**config.mk**
```make
export PLATFORM = sky130hd
export DESIGN_NAME = tdc_meas_seq
export DESIGN_NICKNAME = d
export VERILOG_FILES = /design/src/rtl/tdc_pkg.sv /design/src/rtl/tdc_stat_acc.sv /design/src/rtl/tdc_meas_seq.sv
export SDC_FILE = /design/constraint.sdc
export NUM_CORES = 1
export LEC_CHECK = 0
export CAP_MARGIN = 10
export CORE_MARGIN = 2
export CORE_UTILIZATION = 49
export DETAILED_ROUTE_END_ITERATION = 16
export PLACE_DENSITY = 0.77
export SYNTH_ARGS = -nofsm -noshare
export SYNTH_HDL_FRONTEND = slang
export SYNTH_SLANG_ARGS = --single-unit
```
**constraint.sdc**
```tcl
create_clock -name clk -period 2.1 [get_ports clk]
set_input_delay 0.21 -clock clk [delete_from_list [all_inputs] [get_ports clk]]
set_output_delay 0.21 -clock clk [all_outputs]
set_load 0.01 [all_outputs]
```
**src/rtl/tdc_pkg.sv**
```systemverilog
`default_nettype none
// ============================================================================
//  Module      : tdc_pkg
//  Description : Shared definitions for the TDC measurement sequencer:
//                sequencer state encoding and hamming-weight width helper.
//  Revision    : 1.0 - initial release
// ============================================================================
package tdc_pkg;

  // Hamming weight of an N-tap line ranges 0..N, so it needs clog2(N)+1 bits.
  function automatic int hw_width(input int n);
    return $clog2(n) + 1;
  endfunction

  // Sequencer state encoding (kept as plain constants for legacy tools).
  typedef logic [2:0] tdc_state_t;

  localparam logic [2:0] ST_IDLE    = 3'd0;
  localparam logic [2:0] ST_LAUNCH  = 3'd1;
  localparam logic [2:0] ST_DELAY   = 3'd2;
  localparam logic [2:0] ST_CAPTURE = 3'd3;
  localparam logic [2:0] ST_SETTLE  = 3'd4;
  localparam logic [2:0] ST_SAMPLE  = 3'd5;
  localparam logic [2:0] ST_DONE    = 3'd6;

endpackage : tdc_pkg
`default_nettype wire

```
**src/rtl/tdc_stat_acc.sv**
```systemverilog
`default_nettype none
// ============================================================================
//  Module      : tdc_stat_acc
//  Description : Burst statistics for TDC hamming weights: running sum,
//                minimum, maximum and a sticky out-of-range flag.
//  Revision    : 1.0 - initial release
// ============================================================================
module tdc_stat_acc
  import tdc_pkg::*;
#(
  parameter int N    = 64,
  parameter int HW_W = hw_width(N)
) (
  input  logic            clk,
  input  logic            rst_n,
  input  logic            clr_i,
  input  logic            acc_i,
  input  logic [HW_W-1:0] hw_i,
  output logic [HW_W+7:0] sum_o,
  output logic [HW_W-1:0] min_o,
  output logic [HW_W-1:0] max_o,
  output logic            err_o
);

  logic [HW_W+7:0] sum_q, sum_d;
  logic [HW_W-1:0] min_q, min_d;
  logic [HW_W-1:0] max_q, max_d;
  logic            err_q, err_d;

  // Clear has priority; otherwise fold the current weight into the stats.
  always_comb begin
    sum_d = sum_q;
    min_d = min_q;
    max_d = max_q;
    err_d = err_q;
    if (clr_i) begin
      sum_d = '0;
      min_d = '1;
      max_d = '0;
      err_d = 1'b0;
    end else if (acc_i) begin
      sum_d = sum_q + {8'd0, hw_i};
      if (hw_i < min_q) min_d = hw_i;
      if (hw_i > max_q) max_d = hw_i;
      if (hw_i > HW_W'(N)) err_d = 1'b1;
    end
  end

  // Statistics registers; min idles at all-ones so the first sample wins.
  always_ff @(posedge clk or negedge rst_n) begin
    if (!rst_n) begin
      sum_q <= '0;
      min_q <= '1;
      max_q <= '0;
      err_q <= 1'b0;
    end else begin
      sum_q <= sum_d;
      min_q <= min_d;
      max_q <= max_d;
      err_q <= err_d;
    end
  end

  assign sum_o = sum_q;
  assign min_o = min_q;
  assign max_o = max_q;
  assign err_o = err_q;

endmodule : tdc_stat_acc
`default_nettype wire

```
**src/rtl/tdc_meas_seq.sv**
```systemverilog
`default_nettype none
// ============================================================================
//  Module      : tdc_meas_seq
//  Description : Measurement-burst sequencer for a tapped-delay-line TDC.
//                Issues launch/capture strobes, waits for the synchronised
//                hamming weight to settle, and accumulates burst statistics.
//  Revision    : 1.0 - initial release
// ============================================================================
module tdc_meas_seq
  import tdc_pkg::*;
#(
  parameter  int N      = 64,
  parameter  int SETTLE = 2,
  localparam int HW_W   = hw_width(N)
) (
  input  logic            clk,
  input  logic            rst_n,
  input  logic            start,
  input  logic            abort,
  input  logic [7:0]      cfg_samples,
  input  logic [3:0]      cfg_cap_dly,
  input  logic            cfg_tog,
  input  logic [HW_W-1:0] hw_in,
  output logic            launch_o,
  output logic            capture_o,
  output logic            pg_tog_o,
  output logic            busy,
  output logic            done,
  output logic [HW_W+7:0] sum_o,
  output logic [HW_W-1:0] min_o,
  output logic [HW_W-1:0] max_o,
  output logic            err_o
);

  // Settle counter must hold SETTLE itself; +1 keeps it non-zero width.
  localparam int SET_W = $clog2(SETTLE + 1) + 1;

  tdc_state_t       state_q, state_d;
  logic [8:0]       cnt_q, cnt_d;        // samples taken so far
  logic [8:0]       tgt_q, tgt_d;        // latched samples per burst (1..256)
  logic [3:0]       cap_dly_q, cap_dly_d;
  logic             tog_en_q, tog_en_d;
  logic [3:0]       dly_q, dly_d;
  logic [SET_W-1:0] settle_q, settle_d;
  logic             pg_q, pg_d;

  logic             w_stat_clr;
  logic             w_stat_acc;

  // Next-state and datapath control; abort overrides everything when busy.
  always_comb begin
    state_d    = state_q;
    cnt_d      = cnt_q;
    tgt_d      = tgt_q;
    cap_dly_d  = cap_dly_q;
    tog_en_d   = tog_en_q;
    dly_d      = dly_q;
    settle_d   = settle_q;
    pg_d       = pg_q;
    w_stat_clr = 1'b0;
    w_stat_acc = 1'b0;

    case (state_q)
      ST_IDLE: begin
        if (start && !abort) begin
          tgt_d      = (cfg_samples == 8'd0) ? 9'd256 : {1'b0, cfg_samples};
          cap_dly_d  = cfg_cap_dly;
          tog_en_d   = cfg_tog;
          cnt_d      = '0;
          pg_d       = 1'b0;
          w_stat_clr = 1'b1;
          state_d    = ST_LAUNCH;
        end
      end
      ST_LAUNCH: begin
        if (cap_dly_q != 4'd0) begin
          dly_d   = cap_dly_q;
          state_d = ST_DELAY;
        end else begin
          state_d = ST_CAPTURE;
        end
      end
      ST_DELAY: begin
        if (dly_q <= 4'd1) state_d = ST_CAPTURE;
        else               dly_d   = dly_q - 4'd1;
      end
      ST_CAPTURE: begin
        if (SETTLE > 0) begin
          settle_d = SET_W'(SETTLE);
          state_d  = ST_SETTLE;
        end else begin
          state_d  = ST_SAMPLE;
        end
      end
      ST_SETTLE: begin
        if (settle_q <= SET_W'(1)) state_d  = ST_SAMPLE;
        else                       settle_d = settle_q - SET_W'(1);
      end
      ST_SAMPLE: begin
        w_stat_acc = 1'b1;
        cnt_d      = cnt_q + 9'd1;
        if (tog_en_q) pg_d = ~pg_q;
        if ((cnt_q + 9'd1) == tgt_q) state_d = ST_DONE;
        else                         state_d = ST_LAUNCH;
      end
      ST_DONE: begin
        state_d = ST_IDLE;
      end
      default: begin
        state_d = ST_IDLE;
      end
    endcase

    // Abort drops the burst immediately; a sample in flight is not taken.
    if (abort && (state_q != ST_IDLE)) begin
      state_d    = ST_IDLE;
      w_stat_acc = 1'b0;
      cnt_d      = cnt_q;
      pg_d       = pg_q;
    end
  end

  // Sequencer registers.
  always_ff @(posedge clk or negedge rst_n) begin
    if (!rst_n) begin
      state_q   <= ST_IDLE;
      cnt_q     <= '0;
      tgt_q     <= '0;
      cap_dly_q <= '0;
      tog_en_q  <= 1'b0;
      dly_q     <= '0;
      settle_q  <= '0;
      pg_q      <= 1'b0;
    end else begin
      state_q   <= state_d;
      cnt_q     <= cnt_d;
      tgt_q     <= tgt_d;
      cap_dly_q <= cap_dly_d;
      tog_en_q  <= tog_en_d;
      dly_q     <= dly_d;
      settle_q  <= settle_d;
      pg_q      <= pg_d;
    end
  end

  tdc_stat_acc #(
    .N    (N),
    .HW_W (HW_W)
  ) u_stat_acc (
    .clk   (clk),
    .rst_n (rst_n),
    .clr_i (w_stat_clr),
    .acc_i (w_stat_acc),
    .hw_i  (hw_in),
    .sum_o (sum_o),
    .min_o (min_o),
    .max_o (max_o),
    .err_o (err_o)
  );

  // Strobes and status decode straight from the state register.
  assign launch_o  = (state_q == ST_LAUNCH);
  assign capture_o = (state_q == ST_CAPTURE);
  assign done      = (state_q == ST_DONE);
  assign busy      = (state_q != ST_IDLE);
  assign pg_tog_o  = pg_q;

endmodule : tdc_meas_seq
`default_nettype wire

```
==> flow_summary.toml <==
[power]
vdd_ir_drop_max_mv = 0.402
intPower_mw = 2.78
power_switching_mw = 1.52
power.total_mw = 4.30
pwr-share-clk_pct = 25.5
p_leak_nw = 2.41
p_seq_share_pct = 40.1
swShare_pct = 35.2
p_comb_share_pct = 34.4
powerDensity_nw_per_um2 = 837

[synthesis]
synth.area.top_cells = "dfrtp_1 (37%), ha_1 (8.1%), nand2_1 (6.7%)"
yosys_register_bits = 64
ys_types = 53
netlist_area_um2 = 3840
ys.warnings.count = 0
syn_inst = 438
yosys-top-cells-count = "nand2_1 (69), dfrtp_1 (57), nor2_1 (40)"
postSynthAreaPerCell_um2 = 8.76
synth_fp_nets = 488
synth_area_leader_cell = "dfrtp_1"
yosys.area.top_type_share_pct = 37.2
async_flop_share_pct = 100
synthFlopType = "dfrtp_1"
seq_area_frac_synth_pct = 41.9
synth_edf_count = 0
synth_most_common_cell = "nand2_1"

[timing]
hold_viol_final = 0
finalCriticalPeriod_ps = 2020
timing.final.ws_setup_ps = 77.3
finalMaxSlewViolations = 0
tightest_slew_ps = 397
fin_skew_ps = 11.2
period_share_pct = 96.3
clock.fmax_ghz = 0.494
slew_headroom_pct = 73.3
rsz0062_at_grt = "yes"
setup-violations-final = 0

[finish]
fin_area_um2 = 5130
fin_util_pct = 67.1
layout-drive-gt1-share_pct = 17.3
num_antenna_cells = 0
syn2layout_area_growth_pct = 33.8
nNetsFinal = 587
fillers = 612

[global_routing]
grt_pass1_vias = 3552
met1_usage_pct = 30.8
busiest_layer = "met2"
antenna_found_initial = 0
grt_max_degree = 65
use_met2_pct = 39.8
grt_overflow_total = 0
track_usage_pct = 23.9
grt_pass1_wl_mm = 16.3
grtUsageMet3_pct = 5.13

[setup_path]
cp_slowest_stage_delay_ps = 420
startpoint_type = "flop"
crit_family = "simple AND/OR/NAND/NOR gates"
path_class = "flop to flop"
cp.required_ps = 2330
crit_buf_inv = 0
arrival_ps = 2250
crit_chain = "nand4_2, or3_1, o32a_1, a31oi_1, nand4_1, o211a_1"
end_kind = "flop"
critPathMaxFanout = 5
slowest_stage = "dfrtp_2"

[clock_network]
cts_buffers = 9
clockBufferDepth = 2
cts_sinks = 64
cts-root-buf = "clkbuf_8"
clk_pin_slew_worst_paths_ps = 80
cts_tree = "yes"
clk_latency_ps = 350
cts_htree_levels = 3

[placed_design]
placed_area_um2 = 4800
dpl_worst_slack_ps = -470
gp_congestion = 0.892
hpwl_mm = 6.86
placement.io_buffers = 58

[routing]
vias_per_cell = 5.44
drt-total-wl_mm = 9.51
drt_iter0_drc = 172
vias = 3505
route.detailed.drc = 0
ant_nets = 0
wl_per_cell_um = 14.8
drtPass1Iterations = 4

[worst_hold_path]
min_path_type = "input pin to flop"

[job]
drv_cap = 0

[die]
rows = 32
io_pins = 59
dieHeight_um = 92.5
die_width_um = 92.5
initial_core_util_pct = 50.2
dieArea_um2 = 8560
core-area_um2 = 7650

[status]
status = "finished clean"
==> cells in the final DEF, fill, tap and decap left out, types with 5 or more instances in the layout <==
cell type and n:
nand2b_1 5, dfrtp_2 6, buf_4 44, inv_1 32
nand2_1 69, a21oi_1 16, xnor2_1 16, mux2i_1 10
nor2_1 40, a31oi_1 6, nor3_1 6, nor4_1 5
clkbuf_8 11, xor2_1 8, clkdlybuf4s50_1 56, o21a_1 5
dfrtp_1 51, o21ai_0 35, dfstp_2 7, or3_1 5
nand3_1 17, ha_1 24
==> worst reg2reg max path, cell delays in order (launching register included) <==
cell     delay [ps]
dfrtp_2         420
nand4_2         160
or3_1           420
o32a_1          200
a31oi_1         220
nand4_1         210
o211a_1         270
==> kinds of logic after synthesis <==
kind of cell / share of synthesized area, %
multiplexers: 2.90
AO/OA/AOI/OAI: 15.5
flip-flops: 41.9
adder cells (fa/ha/maj): 8.67
AND/OR/NAND/NOR: 20.3
XOR/XNOR: 5.48
buffers and inverters: 5.15
==> final timing paths <==
check                                         start                              end  slack [ps]  depth (start not counted)
max                            cnt_q[6]$_DFFE_PN0P_           state_q[0]$_DFFE_PN0P_          80                          6
min                                        hw_in[0]  u_stat_acc.min_o[0]$_DFFE_PN1P_         300                          4
max reg2reg                    cnt_q[6]$_DFFE_PN0P_           state_q[0]$_DFFE_PN0P_          80                          6
min reg2reg                cap_dly_q[3]$_DFFE_PN0P_             dly_q[3]$_DFFE_PN0P_         500                          2
max in group asynchronous                     rst_n  u_stat_acc.min_o[0]$_DFFE_PN1P_        1370                          3
min in group asynchronous                     rst_n  u_stat_acc.max_o[2]$_DFFE_PN0P_         400                          3
==> layer usage <==
metal  wire [µm]  up-vias
li1            -     1706
met1        4300     1699
met2        4650       85
met3         436       15
met4         121        0
met5           0        -
==> sequential cells by signal (all words and copies together) (netlist names), 3 cells and up <==
signal	cells
state_q	3
u_stat_acc.min_o	7
dly_q	4
tgt_q	9
settle_q	3
u_stat_acc.sum_o	15
cnt_q	9
u_stat_acc.max_o	7
cap_dly_q	4
==> power by group through the flow <==
stage | Sequential, mW | Combinational [mW] | Clock, mW
after global placement | 1.72 | 1.37 | 0
after global routing | 1.76 | 1.68 | 1.17
final | 1.72 | 1.48 | 1.10
after floorplan | 1.66 | 0.967 | 0
after CTS | 1.71 | 1.46 | 1.12
after detailed placement | 1.73 | 1.45 | 0
==> timing repair <==
| item | in CTS | in global routing |
|---|---|---|
| hold buffers | 1 | 0 |
| hold endpoints to repair | 57 | 0 |
| pin swaps | 0 | 5 |
| cloned | 0 | 0 |
| setup endpoints to repair | 7 | 13 |
| setup buffers | 0 | 5 |
| gates resized for setup | 7 | 17 |
==> cell type report <==
class                           count  area (µm²)  share of cell area, %
Multi-Input combinational cell    324        2100                   40.9
Sequential cell                    64        1620                   31.5
Clock buffer                       13         159                   3.09
Clock inverter                      3        40.0                  0.780
Inverter                           32         120                   2.34
Tap cell                          102         128                   2.49
Timing Repair Buffer              106         970                   18.9
==> through the flow <==
step	std cells	setup TNS [ps]	hold slack, ps
6_report	644	0	305
5_1_grt	644	0	330
4_1_cts	639	-21.6	378
3_5_place_dp	622	-4800	252
3_3_place_gp	622	-3780	251
2_1_floorplan	438	0	-85.6
(Power assumes the default switching activity.)
